$ cat config.mk
export PLATFORM = sky130hd
export DESIGN_NAME = data_mem_arbiter
export DESIGN_NICKNAME = d
export VERILOG_FILES = /design/src/rtl/data_mem_arbiter.sv
export SDC_FILE = /design/constraint.sdc
export NUM_CORES = 1
export LEC_CHECK = 0
export CORE_MARGIN = 10
export CORE_UTILIZATION = 35
export DETAILED_ROUTE_END_ITERATION = 8
export GPL_TIMING_DRIVEN = 0
export PLACE_DENSITY = 0.87
export SETUP_SLACK_MARGIN = 0.15
export SYNTH_ARGS = -nofsm -noshare
export SYNTH_HDL_FRONTEND = slang
export SYNTH_SLANG_ARGS = --single-unit
$ cat constraint.sdc
create_clock -name clk -period 2.68 [get_ports clk]
set_input_delay 0.268 -clock clk [delete_from_list [all_inputs] [get_ports clk]]
set_output_delay 0.268 -clock clk [all_outputs]
set_load 0.005 [all_outputs]
$ cat src/rtl/data_mem_arbiter.sv
// Two-port arbiter for the data memory: fixed port-0 priority with a
// port-1 anti-starvation boost. Optional counters: DATA_MEM_ARB_PERF_EN.
module data_mem_arbiter #(
    parameter int unsigned SIZE     = 1024,
    parameter int unsigned MAX_WAIT = 4
) (
    input  logic        clk,
    input  logic        rst_n,
    input  logic        p0_req,
    input  logic [1:0]  p0_size,
    input  logic [31:0] p0_addr,
    input  logic [31:0] p0_wdata,
    output logic        p0_gnt,
    output logic        p0_rvalid,
    output logic [31:0] p0_rdata,
    output logic        p0_err,
    input  logic        p1_req,
    input  logic [1:0]  p1_size,
    input  logic [31:0] p1_addr,
    input  logic [31:0] p1_wdata,
    output logic        p1_gnt,
    output logic        p1_rvalid,
    output logic [31:0] p1_rdata,
    output logic        p1_err,
    output logic [31:0] data_rd_addr,
    input  logic [31:0] data_rd_data,
    output logic [1:0]  data_wr,
    output logic [31:0] data_wr_addr,
    output logic [31:0] data_wr_data,
    output logic        boost
`ifdef DATA_MEM_ARB_PERF_EN
    ,
    output logic [31:0] conflict_cnt,
    output logic [31:0] fault_cnt
`endif
);

    localparam logic [0:0]  S_NORM  = 1'b0;
    localparam logic [0:0]  S_BOOST = 1'b1;
    localparam logic [31:0] LIMIT   = 32'(SIZE);
    localparam logic [7:0]  WMAX    = 8'(MAX_WAIT);

    logic [0:0]  state_q, state_d;
    logic [7:0]  wait_q, wait_d;
    logic        p0_rvalid_q, p1_rvalid_q;
    logic [31:0] p0_rdata_q, p1_rdata_q;
    logic        p0_err_q, p1_err_q;

    logic        p1_win;
    logic        any_gnt;
    logic [1:0]  sel_size;
    logic [31:0] sel_addr;
    logic [31:0] sel_wdata;
    logic        fault;
    logic [31:0] rd_val;

    // Port 1 only wins a contested cycle while boosted.
    always_comb begin
        p1_win  = p1_req && (!p0_req || (state_q == S_BOOST));
        p1_gnt  = p1_win;
        p0_gnt  = p0_req && !p1_win;
        any_gnt = p0_gnt || p1_gnt;
    end

    always_comb begin
        sel_size  = p1_gnt ? p1_size  : p0_size;
        sel_addr  = p1_gnt ? p1_addr  : p0_addr;
        sel_wdata = p1_gnt ? p1_wdata : p0_wdata;
        fault     = sel_addr >= LIMIT;
    end

    always_comb begin
        data_rd_addr = 32'd0;
        data_wr      = 2'd0;
        data_wr_addr = 32'd0;
        data_wr_data = 32'd0;
        rd_val       = 32'd0;
        if (any_gnt) begin
            data_rd_addr = sel_addr;
            data_wr_addr = sel_addr;
            data_wr_data = sel_wdata;
            data_wr      = fault ? 2'd0 : sel_size;
            if (sel_size == 2'd0 && !fault) begin
                rd_val = data_rd_data;
            end
        end
    end

    always_comb begin
        wait_d = wait_q;
        if (!p1_req || p1_gnt) begin
            wait_d = 8'd0;
        end else if (wait_q < WMAX) begin
            wait_d = wait_q + 8'd1;
        end
    end

    always_comb begin
        state_d = state_q;
        unique case (state_q)
            S_NORM:  if (wait_d == WMAX) state_d = S_BOOST;
            S_BOOST: if (p1_gnt || !p1_req) state_d = S_NORM;
            default: state_d = S_NORM;
        endcase
    end

    always_ff @(posedge clk or negedge rst_n) begin
        if (!rst_n) begin
            state_q <= S_NORM;
            wait_q  <= 8'd0;
        end else begin
            state_q <= state_d;
            wait_q  <= wait_d;
        end
    end

    // Data and fault flag hold while the port is idle.
    always_ff @(posedge clk or negedge rst_n) begin
        if (!rst_n) begin
            p0_rvalid_q <= 1'b0;
            p0_rdata_q  <= 32'd0;
            p0_err_q    <= 1'b0;
            p1_rvalid_q <= 1'b0;
            p1_rdata_q  <= 32'd0;
            p1_err_q    <= 1'b0;
        end else begin
            p0_rvalid_q <= p0_gnt;
            p1_rvalid_q <= p1_gnt;
            if (p0_gnt) begin
                p0_rdata_q <= rd_val;
                p0_err_q   <= fault;
            end
            if (p1_gnt) begin
                p1_rdata_q <= rd_val;
                p1_err_q   <= fault;
            end
        end
    end

    assign p0_rvalid = p0_rvalid_q;
    assign p0_rdata  = p0_rdata_q;
    assign p0_err    = p0_err_q;
    assign p1_rvalid = p1_rvalid_q;
    assign p1_rdata  = p1_rdata_q;
    assign p1_err    = p1_err_q;
    assign boost     = (state_q == S_BOOST);

`ifdef DATA_MEM_ARB_PERF_EN
    logic [31:0] conflict_q, fault_q;

    always_ff @(posedge clk or negedge rst_n) begin
        if (!rst_n) begin
            conflict_q <= 32'd0;
            fault_q    <= 32'd0;
        end else begin
            if (p0_req && p1_req) conflict_q <= conflict_q + 32'd1;
            if (any_gnt && fault) fault_q <= fault_q + 32'd1;
        end
    end

    assign conflict_cnt = conflict_q;
    assign fault_cnt    = fault_q;
`endif

endmodule

# Yosys cells after proc, flatten, opt, wreduce, memory -nomap -nowiden
# Index checks and enable logic that the tools add are counted.
[totals]
register_bits = 77
inputBits = 168
[classes]
n_mux = 14
magnitude_cmp = 2
bitwise_logic = 1
eq_ne = 1
add_sub_neg = 1
n_reduce_logical = 11
[op_table]
columns = ["cell", "count"]
rows = [
  ["two-way mux 32 bit", 6],
  ["greater-or-equal comparator 32 x 11 -> 1 bit, second input constant", 1],
  ["two-way mux 8 bit", 2],
  ["adder 8 x 1 -> 8 bit, second input constant", 1],
  ["equality test 8 x 3 -> 1 bit, second input constant", 1],
  ["< comparator 8 x 3 -> 1 bit, second input constant", 1],
  ["two-way mux 2 bit", 3],
  ["logical NOT 1 bit", 4],
  ["logical AND 1 bit", 3],
  ["logical OR 1 bit", 3],
  ["logical NOT 2 bit", 1],
  ["two-way mux 1 bit", 2],
  ["case mux 1 bit (2 select lines)", 1],
  ["inverter 1 bit", 1],
]

# Longest topological paths before layout
[logic_depth]
ltp_word = 9
mapped_depth = 9
ltp_nobuf = 5

# Worst setup path after synthesis
# Ideal clock, no wire load.
[synth_timing]
kind = "input -> output"
startpoint = "input port p0_req"
endpoint = "output port data_wr_addr[13]"
setup_slack_ns = 1.087
path_buffers = 3
cell_stages = 8
arrival_time_ns = 1.325
cell_sequence = "buf_2 > nand2b_1 > nand2_1 > inv_2 > clkbuf_1 > nand2_1 > o21ai_0 > buf_4"
[synth_between]
elab_chain_cells = 7
elab_cells_between_ends = 8
cone_classes = "2 x mux; 6 x reduce/logical"
[synth_rtl]
columns = ["item", "line_no", "source"]
rows = [
  ["start, declared", "9", "input logic p0_req,"],
  ["logical NOT 1 bit", "59", "p1_win = p1_req && (!p0_req || (state_q == S_BOOST));"],
  ["logical OR 1 bit", "59", ""],
  ["logical AND 1 bit", "59", ""],
  ["logical NOT 1 bit", "61", "p0_gnt = p0_req && !p1_win;"],
  ["logical AND 1 bit", "61", ""],
  ["logical OR 1 bit", "62", "any_gnt = p0_gnt || p1_gnt;"],
  ["two-way mux 32 bit (*)", "--", ""],
  ["end, declared", "28", "output logic [31:0] data_wr_addr,"],
]
# Mark *: on every way between the ends. The rest lies on a longest branch, timed or not.

# Final worst setup path
[layout_timing]
startpoint = "input port p1_req"
endpoint = "output port data_wr_addr[31]"
[layout_between]
elab_chain_cells = 5
elab_cells_between_ends = 6
cone_classes = "2 x mux; 4 x reduce/logical"
[layout_rtl]
columns = ["item", "line_no", "source"]
rows = [
  ["start, declared", "17", "input logic p1_req,"],
  ["logical AND 1 bit (*)", "59", ""],
  ["logical NOT 1 bit", "61", ""],
  ["logical AND 1 bit", "61", ""],
  ["logical OR 1 bit", "62", ""],
  ["two-way mux 32 bit (*)", "78", "if (any_gnt) begin"],
]
# Marks and branches as above.

==> impl_metrics.tcl <==
set metrics [dict create \
    h-tree-depth 3 \
    drive_gt1_frac 0.1667 \
    yosys.area.top_type "dfrtp_1" \
    yosysSeqAreaShare 0.4444 \
    io_buffers 336 \
    n_antenna_cell 0 \
    synth_edf_count 0 \
    synthMuxAreaShare 0.002309 \
    crit_fanout 10 \
    clock_latency_ps 330 \
    p_int_w 0.002537 \
    root_buffer "clkbuf_16" \
    synthAdderAreaFrac 0.002886 \
    grt_max_degree 63 \
    reg2reg_depth 8 \
    pre_cts_ws_ps -389.5 \
    drc 0 \
    reg2reg_slack_ps 860 \
    hold_viol 0 \
    crit_arrival_ps 2210 \
    path_clk_slew_ps 70 \
    drt-initial-drc-count 259 \
    die_area_um2 17240 \
    critPathLaunchType "input pin" \
    hold_path.class "in -> async" \
    slew_violations 0 \
    critPathRequiredTime_ps 2410 \
    vdd_ir_drop_max_uv 294.0 \
    cts.sinks 77 \
    endpoint_kind "output pin" \
    ys.flop_type "dfrtp_1" \
    start_util 0.3594 \
    ant_nets 0 \
    place_congestion 0.9295 \
    powerDensity_nw_per_um2 394.4 \
    fin_ws_ps 201.2 \
    synth_top_area_frac 0.4444 \
    p_switching_w 0.0008542 \
    synth_fp_nets 696 \
    synth_cell_types 33 \
    outcome "complete, no violations" \
    antenna_found_initial 0 \
    setup_viol 0 \
    slew_headroom 0.6027 \
    syn_area_um2 4335 \
    syn_inst 527 \
    num_vias 5240 \
    multi_input_area_um2 2115 \
    seq_area_um2 1927 \
    synth.most_common_cell "nand2_1" \
    area_growth_pct 98.33 \
    yosys_register_bits 77 \
    vias_per_cell 4.962 \
    p_seq_frac 0.344 \
    fin_crit_sh 0.9249 \
    ios 337 \
    die_h_um 131.3 \
    wl_per_cell_um 20.76 \
    min_period_ps 2479 \
    synth-xor-area-share 0.002020 \
    synthTopCellsByCount "nand2_1, dfrtp_1, nand3_1" \
    synth-simple-area-share 0.2768 \
    tns_ps 0 \
    die_x_um 131.3 \
    pwr-share-clk 0.392 \
    wl_um 21920 \
    yosysWarningCount 0 \
    switching_share 0.2519 \
    dr.pass1.iters 5 \
    synth_area_per_cell_um2 8.227 \
    grt_overflow 0 \
    rsz0062_at_grt "true" \
    cts_buffer_depth 2 \
    synth_top_family_by_area "simple AND/OR/NAND/NOR gates" \
    ys_async_sr_fraction 1.000 \
    crit_type "in -> out" \
    maxCapViolations 0 \
    dp_hpwl_um 17790 \
    fin_skew_ps 8.311 \
    finalNetCount 1052 \
    grt_pass1_wl_um 33050 \
    core-area_um2 12060 \
    cts_buffers 9 \
    grt_pass1_vias 5573 \
    fill_cells 908 \
    tritoncts "yes" \
    fmax_ghz 0.4034 \
    ys_top_cells_by_area "dfrtp_1, nand2_1, a22o_1, buf_4, o21ai_2" \
    power_frac_comb 0.264 \
    grt_use_total 0.2419 \
    leakage_nw 3.843 \
    synth-compound-area-share 0.1685 \
    worst_pin_slew_ps 596.0 \
    rows 40 \
]
==> layout by cell type, fill, tap and decap left out, types with 2 or more instances in the layout <==
cell             count
buf_4               44
buf_6                8
nor2_1               9
o21ai_2             40
dfrtp_1             77
clkbuf_1             7
and3_1               5
clkbuf_4             2
clkbuf_2             5
clkbuf_16            9
inv_6                3
dlymetal6s2s_1       4
clkbuf_8             2
nand2_2              2
o21ai_0              4
buf_1                2
clkdlybuf4s50_1    331
nand3_1             47
nand2_1            191
bufinv_16            2
nor4_1               4
buf_2                5
a22o_1              34
o21ai_1              5
o21ai_4              4
nand4_1              2
and4_2               2
o22a_1               2
buf_8                2
nand2_4              2
a21oi_1              4
nor4_2               6
==> worst max-delay path, stage by stage <==
cell and delay [ps]:
clkdlybuf4s50_1 510, buf_6 150, nand2_4 90, inv_4 110, buf_4 210, nand2_1 70, o21ai_1 120, buf_4 140
clkdlybuf4s50_1 540
==> registers in the layout, summed over array words and instances, names as in the netlist <==
signal	cells
p0_rdata	32
p1_rdata	32
p0_err	1
p1_err	1
p1_rvalid	1
wait_q	8
p0_rvalid	1
boost	1
==> cells by family after synthesis <==
group	count (synthesis)
AOI/OAI and AO/OA	95
xor gates and xnor gates	1
adders and majority gates	1
buffers and inverters	74
DFF	77
muxes	1
and+or+nand+nor	278
==> through the flow <==
step / util / std cells / total power (W) / cell area [um^2] / hold slack (ps)
2_1_floorplan: - / 527 / 0.001423 / 4335 / -27.59
3_3_place_gp: 0.6557 / 1031 / 0.002014 / 7909 / 458.7
3_5_place_dp: 0.6578 / 1032 / 0.002025 / 7934 / 147.3
4_1_cts: 0.7039 / 1057 / 0.003401 / 8491 / 341.0
5_1_grt: 0.7129 / 1056 / 0.003531 / 8598 / 367.6
6_report: 0.7129 / 1056 / 0.003391 / 8598 / 339.8
==> power groups by stage <==
stage / sequential [W] / clock (W) / combinational (W)
3_5_place_dp: 0.00119 / 0 / 0.000836
3_3_place_gp: 0.00119 / 0 / 0.000825
2_1_floorplan: 0.00119 / 0 / 0.000234
5_1_grt: 0.00117 / 0.00140 / 0.000962
6_report: 0.00117 / 0.00133 / 0.000895
4_1_cts: 0.00117 / 0.00135 / 0.000886
==> cell type report <==
cell class | count | area share
clock inverter | 7 | 0.01193
inverter | 3 | 0.001601
timing repair buffer | 345 | 0.4040
clock buffer | 9 | 0.02619
multi-input combinational | 376 | 0.2459
timing repair inverter | 1 | 0.0008731
buffer | 70 | 0.06097
tap | 168 | 0.02445
sequential | 77 | 0.2241
==> worst paths after layout <==
path | from | to
hold reg to reg | p0_rdata[25]$_DFFE_PN0P_ | p0_rdata[25]$_DFFE_PN0P_
max in group asynchronous | rst_n | wait_q[5]$_DFF_PN0_
hold / removal | rst_n | p1_rdata[7]$_DFFE_PN0N_
setup / recovery | p1_req | data_wr_addr[31]
min in group clk | p0_rdata[25]$_DFFE_PN0P_ | p0_rdata[25]$_DFFE_PN0P_
setup reg to reg | boost$_DFF_PN0_ | p1_rdata[15]$_DFFE_PN0N_
==> timing repair <==
item	CTS	global route
buffers inserted	7	0
setup endpoints to repair	100	51
gates resized for setup	65	34
endpoints found under the hold margin	15	0
hold buffers	1	0
pin swaps	1	0
gates cloned	1	0
==> metal layers <==
layer	share of wire	track usage	up-vias	routed length [um]
li1	-	-	2474	-
met4	0.014	0.04944	0	296
met2	0.52	0.4388	249	11420
met3	0.098	0.09146	22	2145
met5	0	0	-	0
met1	0.37	0.2615	2495	8055
Power figures use the tool's default switching activity.
